### src/rtl/rpn_lan_rx_pub_acceptor_if.sv
// Bundled stream and BRAM signals for the LAN RX PUB acceptor.
// master = the acceptor, slave = the surrounding node (bridge, app, BRAM).
//
// Handshake semantics, identical on every stream in this bundle: a beat
// transfers on a rising clock edge where tvalid and tready are both high.
// Once tvalid is raised, it and every payload field stay stable until that
// edge. tvalid never waits on tready; tready may depend on tvalid.
interface rpn_lan_rx_pub_acceptor_if #(
   parameter int AXIS_DATA_WIDTH = 512,
   parameter int NODE_ID_WIDTH   = 8,
   parameter int SEQ_W           = 16,
   parameter int BRAM_ADDR_WIDTH = 12,
   parameter int USER_WIDTH      = 8
);
   localparam int KEEP_W = AXIS_DATA_WIDTH / 8;

   // PUB input from the Network Bridge
   logic                       from_nb_LAN_tvalid;
   logic                       from_nb_LAN_tready;
   logic [AXIS_DATA_WIDTH-1:0] from_nb_LAN_tdata;
   logic [KEEP_W-1:0]          from_nb_LAN_tkeep;
   logic [NODE_ID_WIDTH-1:0]   from_nb_LAN_tid;
   logic [NODE_ID_WIDTH-1:0]   from_nb_LAN_tdest;
   logic [USER_WIDTH-1:0]      from_nb_LAN_tuser;
   logic                       from_nb_LAN_tlast;

   // Accepted payload towards the application
   logic                       to_app_tvalid;
   logic                       to_app_tready;
   logic [AXIS_DATA_WIDTH-1:0] to_app_tdata;
   logic [KEEP_W-1:0]          to_app_tkeep;
   logic [NODE_ID_WIDTH-1:0]   to_app_tid;
   logic [NODE_ID_WIDTH-1:0]   to_app_tdest;
   logic                       to_app_tlast;

   // ACK back to the Network Bridge
   logic                       to_nb_ack_tvalid;
   logic                       to_nb_ack_tready;
   logic [AXIS_DATA_WIDTH-1:0] to_nb_ack_tdata;
   logic [NODE_ID_WIDTH-1:0]   to_nb_ack_tdest;
   logic                       to_nb_ack_tlast;

   // Per-sender sequence number BRAM port
   logic                       seq_BRAM_CLK;
   logic                       seq_BRAM_RST;
   logic                       seq_BRAM_EN;
   logic [BRAM_ADDR_WIDTH-1:0] seq_BRAM_ADDR;
   logic [3:0]                 seq_BRAM_WEN;
   logic [SEQ_W-1:0]           seq_BRAM_DIN;
   logic [SEQ_W-1:0]           seq_BRAM_DOUT;

   modport master (
      input  from_nb_LAN_tvalid, from_nb_LAN_tdata, from_nb_LAN_tkeep,
             from_nb_LAN_tid, from_nb_LAN_tdest, from_nb_LAN_tuser, from_nb_LAN_tlast,
      output from_nb_LAN_tready,
      output to_app_tvalid, to_app_tdata, to_app_tkeep, to_app_tid, to_app_tdest, to_app_tlast,
      input  to_app_tready,
      output to_nb_ack_tvalid, to_nb_ack_tdata, to_nb_ack_tdest, to_nb_ack_tlast,
      input  to_nb_ack_tready,
      output seq_BRAM_CLK, seq_BRAM_RST, seq_BRAM_EN, seq_BRAM_ADDR, seq_BRAM_WEN, seq_BRAM_DIN,
      input  seq_BRAM_DOUT
   );

   modport slave (
      output from_nb_LAN_tvalid, from_nb_LAN_tdata, from_nb_LAN_tkeep,
             from_nb_LAN_tid, from_nb_LAN_tdest, from_nb_LAN_tuser, from_nb_LAN_tlast,
      input  from_nb_LAN_tready,
      input  to_app_tvalid, to_app_tdata, to_app_tkeep, to_app_tid, to_app_tdest, to_app_tlast,
      output to_app_tready,
      input  to_nb_ack_tvalid, to_nb_ack_tdata, to_nb_ack_tdest, to_nb_ack_tlast,
      output to_nb_ack_tready,
      input  seq_BRAM_CLK, seq_BRAM_RST, seq_BRAM_EN, seq_BRAM_ADDR, seq_BRAM_WEN, seq_BRAM_DIN,
      output seq_BRAM_DOUT
   );
endinterface

### src/rtl/rpn_lan_rx_pub_acceptor.sv
// Receive side of reliable LAN PUB delivery.
// Looks up the sender's last accepted sequence number in BRAM, delivers
// in-order PUBs to the application then ACKs them, re-ACKs duplicates and
// silently drops PUBs that are ahead of the window. One packet in flight.
// Optional: define RPN_LAN_RX_DROP_STATS_EN to add saturating duplicate and
// drop counters (o_dup_count, o_drop_count).
module rpn_lan_rx_pub_acceptor #(
   parameter int         AXIS_DATA_WIDTH = 512,
   parameter int         NODE_ID_WIDTH   = 8,
   parameter int         SEQ_W           = 16,
   parameter int         BRAM_ADDR_WIDTH = 12,
   parameter int         SENDER_OFFSET   = 8,
   parameter int         SEQ_OFFSET      = 16,
   parameter int         DATA_OFFSET     = 64,
   parameter logic [7:0] MSG_PUB         = 8'h01,
   parameter logic [7:0] MSG_ACK         = 8'h02
) (
   input  logic                      i_clk,
   input  logic                      i_ap_rst_n,
   input  logic                      i_sequence_numbers_initialized,
   input  logic [NODE_ID_WIDTH-1:0]  i_node_id,
   rpn_lan_rx_pub_acceptor_if.master bus,
`ifdef RPN_LAN_RX_DROP_STATS_EN
   output logic [31:0]               o_dup_count,
   output logic [31:0]               o_drop_count,
`endif
   output logic [2:0]                dbg_state_o
);

   localparam int KEEP_W = AXIS_DATA_WIDTH / 8;

   typedef enum logic [2:0] {
      S_INIT     = 3'd0,
      S_IDLE     = 3'd1,
      S_READ_SEQ = 3'd2,
      S_CLASSIFY = 3'd3,
      S_DELIVER  = 3'd4,
      S_SEND_ACK = 3'd5
   } state_t;

   state_t                     state_q;
   logic                       lan_tready_q;
   logic                       app_tvalid_q;
   logic                       ack_tvalid_q;
   logic [AXIS_DATA_WIDTH-1:0] tdata_q;
   logic [KEEP_W-1:0]          tkeep_q;
   logic [NODE_ID_WIDTH-1:0]   tid_q;
   logic [NODE_ID_WIDTH-1:0]   tdest_q;
   logic [SEQ_W-1:0]           last_q;
   logic [AXIS_DATA_WIDTH-1:0] ack_tdata_q;

   logic [NODE_ID_WIDTH-1:0]   sender_q;
   logic [SEQ_W-1:0]           seq_q;
   logic [NODE_ID_WIDTH-1:0]   in_sender;
   logic                       in_is_pub;
   logic                       lan_accept;
   logic                       app_fire;
   logic                       ack_fire;
   logic [SEQ_W-1:0]           seq_diff;
   logic                       is_new;
   logic                       is_behind;
   logic [AXIS_DATA_WIDTH-1:0] ack_word;

   // Entry n of the sequence table lives at byte address n<<2.
   function automatic logic [BRAM_ADDR_WIDTH-1:0] entry_addr(input logic [NODE_ID_WIDTH-1:0] id);
      return BRAM_ADDR_WIDTH'({id, 2'b00});
   endfunction

   assign sender_q   = tdata_q[SENDER_OFFSET +: NODE_ID_WIDTH];
   assign seq_q      = tdata_q[SEQ_OFFSET +: SEQ_W];
   assign in_sender  = bus.from_nb_LAN_tdata[SENDER_OFFSET +: NODE_ID_WIDTH];
   assign in_is_pub  = bus.from_nb_LAN_tuser[0] && (bus.from_nb_LAN_tdata[7:0] == MSG_PUB);
   assign lan_accept = (state_q == S_IDLE) && lan_tready_q && bus.from_nb_LAN_tvalid;
   assign app_fire   = (state_q == S_DELIVER) && app_tvalid_q && bus.to_app_tready;
   assign ack_fire   = (state_q == S_SEND_ACK) && ack_tvalid_q && bus.to_nb_ack_tready;

   // Modular distance: 1 is the next packet, 0 or "negative" is a retransmit.
   assign seq_diff  = seq_q - last_q;
   assign is_new    = (seq_diff == SEQ_W'(1));
   assign is_behind = (seq_diff == '0) || seq_diff[SEQ_W-1];

   // ACK packet: type, own node id, echoed sequence number, everything else zero.
   always_comb begin
      ack_word                                   = '0;
      ack_word[7:0]                              = MSG_ACK;
      ack_word[SENDER_OFFSET +: NODE_ID_WIDTH]   = i_node_id;
      ack_word[SEQ_OFFSET +: SEQ_W]              = seq_q;
   end

   // BRAM port: the read is issued on the accepting IDLE cycle so DOUT is valid
   // during READ_SEQ; the write happens only on the payload handshake cycle.
   always_comb begin
      bus.seq_BRAM_EN   = (lan_accept && in_is_pub) || app_fire;
      bus.seq_BRAM_WEN  = app_fire ? 4'hF : 4'h0;
      bus.seq_BRAM_ADDR = app_fire ? entry_addr(sender_q) : entry_addr(in_sender);
      bus.seq_BRAM_DIN  = seq_q;
   end

   assign bus.seq_BRAM_CLK = i_clk;
   assign bus.seq_BRAM_RST = ~i_ap_rst_n;

   assign bus.from_nb_LAN_tready = lan_tready_q;
   assign bus.to_app_tvalid      = app_tvalid_q;
   assign bus.to_app_tdata       = AXIS_DATA_WIDTH'(tdata_q[AXIS_DATA_WIDTH-1:DATA_OFFSET]);
   assign bus.to_app_tkeep       = tkeep_q;
   assign bus.to_app_tid         = tid_q;
   assign bus.to_app_tdest       = tdest_q;
   assign bus.to_app_tlast       = 1'b1;
   assign bus.to_nb_ack_tvalid   = ack_tvalid_q;
   assign bus.to_nb_ack_tdata    = ack_tdata_q;
   assign bus.to_nb_ack_tdest    = sender_q;
   assign bus.to_nb_ack_tlast    = 1'b1;
   assign dbg_state_o            = state_q;

   // Packet FSM with registered handshake outputs.
   always_ff @(posedge i_clk or negedge i_ap_rst_n) begin
      if (!i_ap_rst_n) begin
         state_q      <= S_INIT;
         lan_tready_q <= 1'b0;
         app_tvalid_q <= 1'b0;
         ack_tvalid_q <= 1'b0;
         tdata_q      <= '0;
         tkeep_q      <= '0;
         tid_q        <= '0;
         tdest_q      <= '0;
         last_q       <= '0;
         ack_tdata_q  <= '0;
      end else begin
         case (state_q)
            S_INIT: begin
               if (i_sequence_numbers_initialized) begin
                  state_q      <= S_IDLE;
                  lan_tready_q <= 1'b1;
               end
            end
            S_IDLE: begin
               if (lan_accept) begin
                  tdata_q <= bus.from_nb_LAN_tdata;
                  tkeep_q <= bus.from_nb_LAN_tkeep;
                  tid_q   <= bus.from_nb_LAN_tid;
                  tdest_q <= bus.from_nb_LAN_tdest;
                  // Non-PUB / data beats are consumed and forgotten.
                  if (in_is_pub) begin
                     lan_tready_q <= 1'b0;
                     state_q      <= S_READ_SEQ;
                  end
               end
            end
            S_READ_SEQ: begin
               last_q  <= bus.seq_BRAM_DOUT;
               state_q <= S_CLASSIFY;
            end
            S_CLASSIFY: begin
               if (is_new) begin
                  app_tvalid_q <= 1'b1;
                  state_q      <= S_DELIVER;
               end else if (is_behind) begin
                  ack_tvalid_q <= 1'b1;
                  ack_tdata_q  <= ack_word;
                  state_q      <= S_SEND_ACK;
               end else begin
                  lan_tready_q <= 1'b1;
                  state_q      <= S_IDLE;
               end
            end
            S_DELIVER: begin
               if (app_fire) begin
                  app_tvalid_q <= 1'b0;
                  ack_tvalid_q <= 1'b1;
                  ack_tdata_q  <= ack_word;
                  state_q      <= S_SEND_ACK;
               end
            end
            S_SEND_ACK: begin
               if (ack_fire) begin
                  ack_tvalid_q <= 1'b0;
                  lan_tready_q <= 1'b1;
                  state_q      <= S_IDLE;
               end
            end
            default: begin
               state_q      <= S_INIT;
               lan_tready_q <= 1'b0;
               app_tvalid_q <= 1'b0;
               ack_tvalid_q <= 1'b0;
            end
         endcase
      end
   end

`ifdef RPN_LAN_RX_DROP_STATS_EN
   logic [31:0] dup_count_q;
   logic [31:0] drop_count_q;
   logic        dup_evt;
   logic        drop_evt;

   assign dup_evt  = (state_q == S_CLASSIFY) && !is_new && is_behind;
   assign drop_evt = ((state_q == S_CLASSIFY) && !is_new && !is_behind) ||
                     (lan_accept && !in_is_pub);

   // Saturating duplicate / drop statistics.
   always_ff @(posedge i_clk or negedge i_ap_rst_n) begin
      if (!i_ap_rst_n) begin
         dup_count_q  <= '0;
         drop_count_q <= '0;
      end else begin
         if (dup_evt && (dup_count_q != 32'hFFFF_FFFF))
            dup_count_q <= dup_count_q + 32'd1;
         if (drop_evt && (drop_count_q != 32'hFFFF_FFFF))
            drop_count_q <= drop_count_q + 32'd1;
      end
   end

   assign o_dup_count  = dup_count_q;
   assign o_drop_count = drop_count_q;
`endif

   // Fields carried on the bus that this block has no use for.
   logic unused_inputs;
   assign unused_inputs = ^{bus.from_nb_LAN_tlast, bus.from_nb_LAN_tuser, tdata_q};

endmodule

### src/flat_wrapper.sv
// flat-port wrapper written by rule: the top's interface ports become plain ports
module rpn_lan_rx_pub_acceptor_flat 
#(
   parameter int         AXIS_DATA_WIDTH = 512,
   parameter int         NODE_ID_WIDTH   = 8,
   parameter int         SEQ_W           = 16,
   parameter int         BRAM_ADDR_WIDTH = 12,
   parameter int         SENDER_OFFSET   = 8,
   parameter int         SEQ_OFFSET      = 16,
   parameter int         DATA_OFFSET     = 64,
   parameter logic [7:0] MSG_PUB         = 8'h01,
   parameter logic [7:0] MSG_ACK         = 8'h02
)
  (i_clk, i_ap_rst_n, i_sequence_numbers_initialized, i_node_id, dbg_state_o, bus_from_nb_LAN_tvalid, bus_from_nb_LAN_tdata, bus_from_nb_LAN_tkeep, bus_from_nb_LAN_tid, bus_from_nb_LAN_tdest, bus_from_nb_LAN_tuser, bus_from_nb_LAN_tlast, bus_from_nb_LAN_tready, bus_to_app_tvalid, bus_to_app_tdata, bus_to_app_tkeep, bus_to_app_tid, bus_to_app_tdest, bus_to_app_tlast, bus_to_app_tready, bus_to_nb_ack_tvalid, bus_to_nb_ack_tdata, bus_to_nb_ack_tdest, bus_to_nb_ack_tlast, bus_to_nb_ack_tready, bus_seq_BRAM_CLK, bus_seq_BRAM_RST, bus_seq_BRAM_EN, bus_seq_BRAM_ADDR, bus_seq_BRAM_WEN, bus_seq_BRAM_DIN, bus_seq_BRAM_DOUT);
  rpn_lan_rx_pub_acceptor_if #(.AXIS_DATA_WIDTH(AXIS_DATA_WIDTH), .NODE_ID_WIDTH(NODE_ID_WIDTH), .SEQ_W(SEQ_W), .BRAM_ADDR_WIDTH(BRAM_ADDR_WIDTH), .USER_WIDTH((8))) bus_i ();
  input  logic i_clk;
  input  logic i_ap_rst_n;
  input  logic i_sequence_numbers_initialized;
  input  logic [NODE_ID_WIDTH-1:0] i_node_id;
  output logic [2:0] dbg_state_o;
  input wire logic [$bits(bus_i.from_nb_LAN_tvalid)-1:0] bus_from_nb_LAN_tvalid;
  input wire logic [$bits(bus_i.from_nb_LAN_tdata)-1:0] bus_from_nb_LAN_tdata;
  input wire logic [$bits(bus_i.from_nb_LAN_tkeep)-1:0] bus_from_nb_LAN_tkeep;
  input wire logic [$bits(bus_i.from_nb_LAN_tid)-1:0] bus_from_nb_LAN_tid;
  input wire logic [$bits(bus_i.from_nb_LAN_tdest)-1:0] bus_from_nb_LAN_tdest;
  input wire logic [$bits(bus_i.from_nb_LAN_tuser)-1:0] bus_from_nb_LAN_tuser;
  input wire logic [$bits(bus_i.from_nb_LAN_tlast)-1:0] bus_from_nb_LAN_tlast;
  output wire logic [$bits(bus_i.from_nb_LAN_tready)-1:0] bus_from_nb_LAN_tready;
  output wire logic [$bits(bus_i.to_app_tvalid)-1:0] bus_to_app_tvalid;
  output wire logic [$bits(bus_i.to_app_tdata)-1:0] bus_to_app_tdata;
  output wire logic [$bits(bus_i.to_app_tkeep)-1:0] bus_to_app_tkeep;
  output wire logic [$bits(bus_i.to_app_tid)-1:0] bus_to_app_tid;
  output wire logic [$bits(bus_i.to_app_tdest)-1:0] bus_to_app_tdest;
  output wire logic [$bits(bus_i.to_app_tlast)-1:0] bus_to_app_tlast;
  input wire logic [$bits(bus_i.to_app_tready)-1:0] bus_to_app_tready;
  output wire logic [$bits(bus_i.to_nb_ack_tvalid)-1:0] bus_to_nb_ack_tvalid;
  output wire logic [$bits(bus_i.to_nb_ack_tdata)-1:0] bus_to_nb_ack_tdata;
  output wire logic [$bits(bus_i.to_nb_ack_tdest)-1:0] bus_to_nb_ack_tdest;
  output wire logic [$bits(bus_i.to_nb_ack_tlast)-1:0] bus_to_nb_ack_tlast;
  input wire logic [$bits(bus_i.to_nb_ack_tready)-1:0] bus_to_nb_ack_tready;
  output wire logic [$bits(bus_i.seq_BRAM_CLK)-1:0] bus_seq_BRAM_CLK;
  output wire logic [$bits(bus_i.seq_BRAM_RST)-1:0] bus_seq_BRAM_RST;
  output wire logic [$bits(bus_i.seq_BRAM_EN)-1:0] bus_seq_BRAM_EN;
  output wire logic [$bits(bus_i.seq_BRAM_ADDR)-1:0] bus_seq_BRAM_ADDR;
  output wire logic [$bits(bus_i.seq_BRAM_WEN)-1:0] bus_seq_BRAM_WEN;
  output wire logic [$bits(bus_i.seq_BRAM_DIN)-1:0] bus_seq_BRAM_DIN;
  input wire logic [$bits(bus_i.seq_BRAM_DOUT)-1:0] bus_seq_BRAM_DOUT;
  assign bus_i.from_nb_LAN_tvalid = bus_from_nb_LAN_tvalid;
  assign bus_i.from_nb_LAN_tdata = bus_from_nb_LAN_tdata;
  assign bus_i.from_nb_LAN_tkeep = bus_from_nb_LAN_tkeep;
  assign bus_i.from_nb_LAN_tid = bus_from_nb_LAN_tid;
  assign bus_i.from_nb_LAN_tdest = bus_from_nb_LAN_tdest;
  assign bus_i.from_nb_LAN_tuser = bus_from_nb_LAN_tuser;
  assign bus_i.from_nb_LAN_tlast = bus_from_nb_LAN_tlast;
  assign bus_from_nb_LAN_tready = bus_i.from_nb_LAN_tready;
  assign bus_to_app_tvalid = bus_i.to_app_tvalid;
  assign bus_to_app_tdata = bus_i.to_app_tdata;
  assign bus_to_app_tkeep = bus_i.to_app_tkeep;
  assign bus_to_app_tid = bus_i.to_app_tid;
  assign bus_to_app_tdest = bus_i.to_app_tdest;
  assign bus_to_app_tlast = bus_i.to_app_tlast;
  assign bus_i.to_app_tready = bus_to_app_tready;
  assign bus_to_nb_ack_tvalid = bus_i.to_nb_ack_tvalid;
  assign bus_to_nb_ack_tdata = bus_i.to_nb_ack_tdata;
  assign bus_to_nb_ack_tdest = bus_i.to_nb_ack_tdest;
  assign bus_to_nb_ack_tlast = bus_i.to_nb_ack_tlast;
  assign bus_i.to_nb_ack_tready = bus_to_nb_ack_tready;
  assign bus_seq_BRAM_CLK = bus_i.seq_BRAM_CLK;
  assign bus_seq_BRAM_RST = bus_i.seq_BRAM_RST;
  assign bus_seq_BRAM_EN = bus_i.seq_BRAM_EN;
  assign bus_seq_BRAM_ADDR = bus_i.seq_BRAM_ADDR;
  assign bus_seq_BRAM_WEN = bus_i.seq_BRAM_WEN;
  assign bus_seq_BRAM_DIN = bus_i.seq_BRAM_DIN;
  assign bus_i.seq_BRAM_DOUT = bus_seq_BRAM_DOUT;
  rpn_lan_rx_pub_acceptor #(.AXIS_DATA_WIDTH(AXIS_DATA_WIDTH), .NODE_ID_WIDTH(NODE_ID_WIDTH), .SEQ_W(SEQ_W), .BRAM_ADDR_WIDTH(BRAM_ADDR_WIDTH), .SENDER_OFFSET(SENDER_OFFSET), .SEQ_OFFSET(SEQ_OFFSET), .DATA_OFFSET(DATA_OFFSET), .MSG_PUB(MSG_PUB), .MSG_ACK(MSG_ACK)) u_core (.i_clk(i_clk), .i_ap_rst_n(i_ap_rst_n), .i_sequence_numbers_initialized(i_sequence_numbers_initialized), .i_node_id(i_node_id), .bus(bus_i), .dbg_state_o(dbg_state_o));
endmodule
### config.mk
export PLATFORM = sky130hd
export DESIGN_NAME = rpn_lan_rx_pub_acceptor_flat
export DESIGN_NICKNAME = d
export VERILOG_FILES = /design/src/rtl/rpn_lan_rx_pub_acceptor_if.sv /design/src/rtl/rpn_lan_rx_pub_acceptor.sv /design/src/flat_wrapper.sv
export SDC_FILE = /design/constraint.sdc
export NUM_CORES = 1
export LEC_CHECK = 0
export CELL_PAD_IN_SITES_DETAIL_PLACEMENT = 2
export CELL_PAD_IN_SITES_GLOBAL_PLACEMENT = 2
export CORE_AREA = 10 10 691 693
export DETAILED_ROUTE_END_ITERATION = 7
export DIE_AREA = 0 0 701 703
export GPL_TIMING_DRIVEN = 0
export PLACE_DENSITY_LB_ADDON = 0.25
export SETUP_SLACK_MARGIN = 0.4
export SLEW_MARGIN = 0
export SYNTH_ARGS = -nofsm -noshare
export SYNTH_HDL_FRONTEND = slang
export SYNTH_SLANG_ARGS = --single-unit
### constraint.sdc
create_clock -name i_clk -period 4.1 [get_ports i_clk]
set_clock_uncertainty 0.15 [all_clocks]
set_input_delay 0.615 -clock i_clk [delete_from_list [all_inputs] [get_ports i_clk]]
set_output_delay 0.615 -clock i_clk [all_outputs]
set_load 0.005 [all_outputs]
* Word-level counts from Yosys, hierarchy flattened
Cells that the tools add are included.
** Word-level totals
- Register bits :: 1126
- Input bits :: 631
- Output and inout bits :: 1155
** Cells by class
- Add/subtract/negate cells :: 1
- Equality and inequality tests :: 16
- Mux-type cells :: 29
- Bitwise gates (word level) :: 4
- Reductions and logical operators :: 22
** Operators by type and width (count)
- $mux W512 :: 3
- $pmux W512 S2 :: 1
- $mux W3 :: 7
- $pmux W3 S6 :: 1
- $eq A16 B1 Y1 const B :: 1
- $logic_not A16 Y1 :: 1
- $sub A16 B16 Y16 :: 1
- $mux W1 :: 12
- $ne A2 B1 Y1 const B :: 6
- $mux W10 :: 1
- $reduce_and A5 Y1 :: 2
- $eq A8 B1 Y1 const B :: 1
- $logic_and A1 B1 Y1 :: 8
- $reduce_and A7 Y1 :: 1
- $eq A3 B2 Y1 const B :: 2
- $eq A3 B3 Y1 const B :: 2
- $ne A2 B2 Y1 const B :: 3
- $pmux W1 S5 :: 1
- $mux W4 :: 1
- $not A1 Y1 :: 4
- $pmux W1 S4 :: 1
- $reduce_and A4 Y1 :: 1
- $reduce_or A4 Y1 :: 1
- $eq A3 B1 Y1 const B :: 1
- other kinds (8) :: 9

* Longest topological paths before layout
Gate-level depths: netlist of run 1.
- Word-level depth :: 6
- Depth in mapped cells :: 13

==> metrics.yaml, run 1 <==
worstPathArrival_ps: 4260
whs_endpoint: "u_core.tdata_q[448]$_DFFE_PN0P_"
antenna_found_initial: 138
area_growth_pct: 97.5
core-area_um2: 463000
dieArea_um2: 493000
routabilityCongestion: 0.742
finalCritPeriodShare_pct: 88.9
grt_usage_pct: 9.04
worstMarginPinSlew_ps: 1170
drc_errors: 0
pin_count: 1786
swShare_pct: 29.1
power_uw: 20300
min_delay_path_depth: 2
hp-class: "in -> reg"
drive_gt1_share_pct: 34.3
status: "finished clean"
postRouteAntennaNets: 0
criticalPathCategory: "reg -> reg"
async_flop_share_pct: 100
max-cap-violations: 0
synth_most_common_cell: "dfrtp_1"
synth-edff-count: 0
max_stage_delay_ps: 480
synthesis.area_um2: 27700
regToRegSetupSlack_ps: 460
powerDensity_nw_per_um2: 371
firstDrtPassIters: 4
num_rows: 250
finalNetCount: 4685
worstReg2RegStart: "u_core.tdata_q[19]$_DFFE_PN0P_"
report.final.slew_viol_count: 0
relSlewSlack_pct: 22.2
instances_no_fill: 10300
cp.required_ps: 4710
synth_flop_cell: "dfrtp_1"
insertion_delay_ps: 900
synth_common_cells: "dfrtp_1, buf_4, mux2_2"
avgSynthCellArea_um2: 13.3
grt_pass1_wl_um: 292000
netlist.area_leader.share_pct: 54.2
die_h_um: 703
min_from: "bus_from_nb_LAN_tdata[448]"
post-place-ws_ps: -935
synthCells: 2074
worst-path-buf-inv: 3
start_kind: "flip-flop"
r2r_end: "u_core.bus.to_nb_ack_tdata[28]$_DFFE_PN0P_"
slowest_stage: "dfrtp_2"
start_util_pct: 5.97
r2r_cells: 13
synth_cell_types: 59
yosys_register_bits: 599
rsz0062_at_grt: "true"
synthTopCellsByArea: "dfrtp_1, mux2_2, buf_4, mux2_4, clkbuf_1"
fin_ws_ps: 455
grt_overflow: 0
dp_cells: 10000
p_switching_uw: 5900
clk_pin_slew_ps: 60
worstPathMaxFanout: 10
setup_viol: 0
end_kind: "flip-flop"
finalCriticalPeriod_ps: 3640
p_int_uw: 14400
grt_pass1_vias: 25300
pwr-share-comb_pct: 22.4
yosys_warnings: 0
sequentialPowerShare_pct: 34.2
synth_top_area_cell: "dfrtp_1"
p_leak_uw: 0.0222
hold_viol: 0
power.share.clock_pct: 43.4
vias: 22900
drtIter0Drc: 551
vias_per_cell: 2.23
clock.fmax_mhz: 274
avgRoutedWirePerCell_um: 22.7
portBuffers: 1188
routed_wl_um: 234000
die-width_um: 701
critical_path.top_delay_family: "compound AO/OA/AOI/OAI gates"
grt_max_degree: 96
holdWs_ps: 127
yosysSeqAreaShare_pct: 54.2
cts_tree: "yes"
worst_ir_drop_vdd_mv: 0.255
dp_hpwl_um: 204000
path_cells: "ha_4 > a21o_1 > a21oi_4 > a211oi_4 > buf_4 > or3_1 > a222oi_1 > and4_4 > or3_4 > o211ai_4 > buf_12 > buf_8 > mux2_4"
[worst max-delay path by stage]
stage	slack [ps]	start	to	depth (start not counted)
after floorplan	670	u_core.tdata_q[16]$_DFFE_PN0P_	u_core.bus.to_nb_ack_tdata[12]$_DFFE_PN0P_	13
after global placement	-32300	i_ap_rst_n	u_core.bus.to_nb_ack_tdata[8]$_DFFE_PN0P_	1
after detailed placement	-930	bus_to_app_tready	bus_seq_BRAM_ADDR[4]	9
after CTS	390	u_core.dbg_state_o[1]$_DFFE_PN0P_	bus_seq_BRAM_ADDR[4]	8
after global routing	380	u_core.tdata_q[16]$_DFFE_PN0P_	u_core.bus.to_nb_ack_tdata[9]$_DFFE_PN0P_	14
final	460	u_core.tdata_q[19]$_DFFE_PN0P_	u_core.bus.to_nb_ack_tdata[28]$_DFFE_PN0P_	13
[stage by stage]
stage	util (%)	setup TNS [ps]	instance area (um2)
6_report	11.8	0	54600
5_1_grt	11.8	0	54600
4_1_cts	11.7	0	54400
3_5_place_dp	10.7	-66660	49600
3_3_place_gp	10.7	-	49400
2_1_floorplan	-	0	29700
[cell usage in the layout (no fill, tap or decap), types with 7 or more instances in the layout]
cell,instances
a21oi_1,12
buf_16,18
buf_4,580
clkbuf_1,81
clkbuf_16,106
clkbuf_2,11
clkbuf_8,20
clkdlybuf4s50_1,1178
clkinv_2,8
clkinvlp_4,7
conb_1,557
dfrtp_1,593
diode_2,26
dlygate4sd3_1,73
ha_1,8
inv_1,18
mux2_2,557
mux2_4,19
nand2_1,55
nand2b_1,10
nor2_1,11
o21ai_0,27
[state kept, by name, summed over array words and instances (netlist names)]
name,flops
u_core.bus.to_app_tid,8
u_core.tdata_q,472
u_core.bus.to_app_tvalid,1
u_core.last_q,16
u_core.dbg_state_o,3
u_core.bus.to_app_tdest,8
u_core.bus.from_nb_LAN_tready,1
u_core.bus.to_app_tkeep,64
u_core.bus.to_nb_ack_tvalid,1
u_core.bus.to_nb_ack_tdata,25
[layer usage]
metal | track usage, % | routed length (um)
met1 | 8.84 | 78100
met2 | 18.0 | 131000
met3 | 3.42 | 20200
met4 | 1.65 | 4190
met5 | 0 | 570
[what timing repair did]
action	CTS	global route
cloned	2	0
hold buffers	84	0
setup endpoints to repair	233	25
buffers inserted	16	4
endpoints found under the hold margin	254	0
resized for setup	79	33
pin swaps	13	15
[logic make-up after synthesis]
family / synth area share, %
multiplexers: 23.8
AO/OA/AOI/OAI: 1.96
XOR/XNOR: 0.253
buffers and inverters: 16.6
flip-flops: 54.2
AND/OR/NAND/NOR: 2.38
other: 0.0272
adder cells (fa/ha/maj): 0.751
[area by class of cell]
class	instances	area [um2]
fillers	53500	408000
flip-flops and latches	599	15000
repair buffers	1304	13400
multi-input cells	1372	10500
well taps	6174	7720
plain buffers	638	4610
clock buffers	147	2950
clock inverters	27	327
inverters	20	78.8
diodes	26	65.1
[power groups by stage]
stage | Sequential, uW | Clock, uW | Combinational, uW
after global placement | 7070 | 34.1 | 4450
after global routing | 7020 | 9570 | 4870
after CTS | 6960 | 9400 | 4670
final | 6930 | 8790 | 4530
after detailed placement | 7060 | 34.1 | 4510
after floorplan | 6950 | 15.8 | 1290
Note: power is estimated with default switching activity, not from simulation.
==> run 2: changes to the inputs <==
--- a/config.mk
+++ b/config.mk
@@ -5,13 +5,14 @@
 export SDC_FILE = /design/constraint.sdc
 export NUM_CORES = 1
 export LEC_CHECK = 0
+export ABC_AREA = 0
 export CELL_PAD_IN_SITES_DETAIL_PLACEMENT = 2
 export CELL_PAD_IN_SITES_GLOBAL_PLACEMENT = 2
 export CORE_AREA = 10 10 691 693
 export DETAILED_ROUTE_END_ITERATION = 7
 export DIE_AREA = 0 0 701 703
 export GPL_TIMING_DRIVEN = 0
-export PLACE_DENSITY_LB_ADDON = 0.25
+export PLACE_DENSITY = 0.41
 export SETUP_SLACK_MARGIN = 0.4
 export SLEW_MARGIN = 0
 export SYNTH_ARGS = -nofsm -noshare
==> run 2 against run 1 <==
Against the previous run: hold slack better by 4.6 ps; via count up 1.0%; final cell count up 0.74%; utilization up 0.12 points; register-to-register slack better by 40 ps; flip-flop and latch count unchanged; global-route usage up 0.93 points; clock-buffer cell count unchanged; setup slack better by 9.8 ps; total power up 2.4%; maximum frequency up 1.2%; critical path type is now clk -> out; highest routed layer unchanged.
==> metrics.yaml, run 2 (synthesis gave the netlist of run 1 again) <==
routed_wl_um: 258000  # +10%
core-area_um2: 463000  # unchanged
finalCriticalPeriod_ps: 3630  # -9.76 ps
placed_cell_area_um2: 49700  # about the same
start_kind: "clock port"
p_leak_uw: 0.0225  # +1.3%
start_util_pct: 5.97  # unchanged
final_common_cell: "clkdlybuf4s50_1"
area_growth_pct: 99.5
vias: 23200  # +1.0%
largest_reg_flops: 472  # unchanged
max_stage_delay_ps: 450  # -30 ps
power.share.clock_pct: 44.0  # +0.6 points
grt_max_degree: 99  # +3.1%
path_cells: "clkbuf_16 > clkbuf_16 > buf_4 > clkdlybuf4s50_1"
setup_viol: 0  # unchanged
grt_pass1_wl_um: 315000  # +7.9%
cp_common_cell: "clkbuf_16"
dieArea_um2: 493000  # unchanged
worstPathMaxFanout: 2  # -8
avgRoutedWirePerCell_um: 24.9  # +9.4%
post-place-ws_ps: -821  # +114 ps
report.final.slew_viol_count: 0  # unchanged
p_int_uw: 14600  # +1.6%
num_rows: 250  # unchanged
hold_viol: 0  # unchanged
vias_per_cell: 2.23  # +0.26%
largest_register: "u_core.tdata_q"
pwr-share-comb_pct: 22.8  # +0.4 points
dp_hpwl_um: 226000  # +11%
drtIter0Drc: 569  # +3.3%
final_util_pct: 11.9  # +0.12 points
end_kind: "primary output"
grt_pass1_vias: 25900  # +2.1%
firstDrtPassIters: 4  # unchanged
finalNetCount: 4724  # +0.83%
antenna_found_initial: 177  # +28%
cts_tree: "yes"
worst_ir_drop_vdd_mv: 0.318  # +25%
setup_tns_ps: 0  # unchanged
power_uw: 20700  # +2.4%
grt_usage_pct: 9.96  # +0.93 points
swShare_pct: 29.7  # +0.55 points
insertion_delay_ps: 890  # about the same
criticalPathCategory: "clk -> out"
fin_ws_ps: 465  # +9.76 ps
nFillCells: 53400  # -0.25%
finalCritPeriodShare_pct: 88.7  # -0.24 points
grt_overflow: 0  # unchanged
design_area_um2: 55200  # +1.0%
worstPathArrival_ps: 2870  # -1390 ps
sequentialPowerShare_pct: 33.3  # -0.9 points
die-width_um: 701  # unchanged
clk_pin_slew_ps: 60  # about the same
relSlewSlack_pct: 27.6  # +5.5 points
hp-class: "in -> reg"
drive_gt1_share_pct: 34.5  # +0.21 points
p_switching_uw: 6150  # +4.3%
rsz0062_at_grt: "true"
postRouteAntennaNets: 0  # unchanged
worstMarginPinSlew_ps: 1080  # -85.7 ps
max-cap-violations: 0  # unchanged
status: "finished clean"
slowest_stage: "clkdlybuf4s50_1"
powerDensity_nw_per_um2: 376  # +1.4%
cp.required_ps: 3340  # -1370 ps
layout_common_cells: "clkdlybuf4s50_1, buf_4, dfrtp_1"
pin_count: 1786  # unchanged
portBuffers: 1188  # unchanged
die_h_um: 703  # unchanged
drc_errors: 0  # unchanged
routabilityCongestion: 0.722  # -2.6%
clock.fmax_mhz: 278  # +1.2%
run 2: critical path, delay by kind of cell:
family,cells,cell delay [ps]
buffers and inverters,4,820
run 2: routing by layer:
layer	share of wire [%]	vias to the layer above	track usage [%]
li1	-	10100	-
met1	34	11700	9.77
met2	53	1077	18.9
met3	11	273	4.91
met4	2.0	70	1.90
met5	0.18	-	0
run 2: final cells by class:
| cell class | count | area, um2 | share of cell area (%) |
|---|---|---|---|
| clock inverters | 31 | 442 | 0.800 |
| repair buffers | 1344 | 13800 | 25.0 |
| inverters | 20 | 77.6 | 0.141 |
| well taps | 6174 | 7720 | 14.0 |
| flip-flops and latches | 599 | 15000 | 27.2 |
| diodes | 58 | 145 | 0.263 |
| multi-input cells | 1372 | 10400 | 18.9 |
| clock buffers | 147 | 2950 | 5.34 |
| plain buffers | 638 | 4620 | 8.37 |
run 2: power groups by stage:
stage | Sequential [uW] | Combinational (uW) | Clock, uW
floorplan | 6950 | 1290 | 15.8
finish | 6900 | 4720 | 9120
CTS | 6930 | 4900 | 9700
global route | 7000 | 5110 | 9830
global placement | 7040 | 4620 | 34.1
detailed placement | 7030 | 4690 | 34.1
run 2: path summary, 6_finish.rpt:
kind | start | endpoint | slack [ps] | cells past startpoint
setup / recovery | i_clk | bus_seq_BRAM_CLK | 470 | 4
hold / removal | bus_from_nb_LAN_tdata[210] | u_core.tdata_q[210]$_DFFE_PN0P_ | 130 | 2
setup reg to reg | u_core.tdata_q[21]$_DFFE_PN0P_ | u_core.bus.to_nb_ack_tdata[18]$_DFFE_PN0P_ | 500 | 14
hold reg to reg | u_core.bus.to_nb_ack_tdata[1]$_DFFE_PN0P_ | u_core.bus.to_nb_ack_tdata[1]$_DFFE_PN0P_ | 340 | 1
max in group asynchronous | i_ap_rst_n | u_core.tdata_q[17]$_DFFE_PN0P_ | 1210 | 6
min in group asynchronous | i_ap_rst_n | u_core.bus.to_app_tid[4]$_DFFE_PN0P_ | 650 | 3
run 2: what timing repair did:
action                                 4_1_cts  5_1_grt
gates resized for setup                     85       41
gates cloned                                 5        0
pin swaps                                   11       16
setup endpoints to repair                   82       29
endpoints found under the hold margin      309        0
buffers inserted                            21        9
hold buffers                               109        0
run 2: through the flow:
| stage | hold WS [ps] | cells |
|---|---|---|
| after floorplan | 169 | 2629 |
| after global placement | 314 | 9991 |
| after detailed placement | 285 | 10000 |
| after CTS | 2.04 | 10300 |
| after global routing | 48.6 | 10300 |
| final | 131 | 10400 |
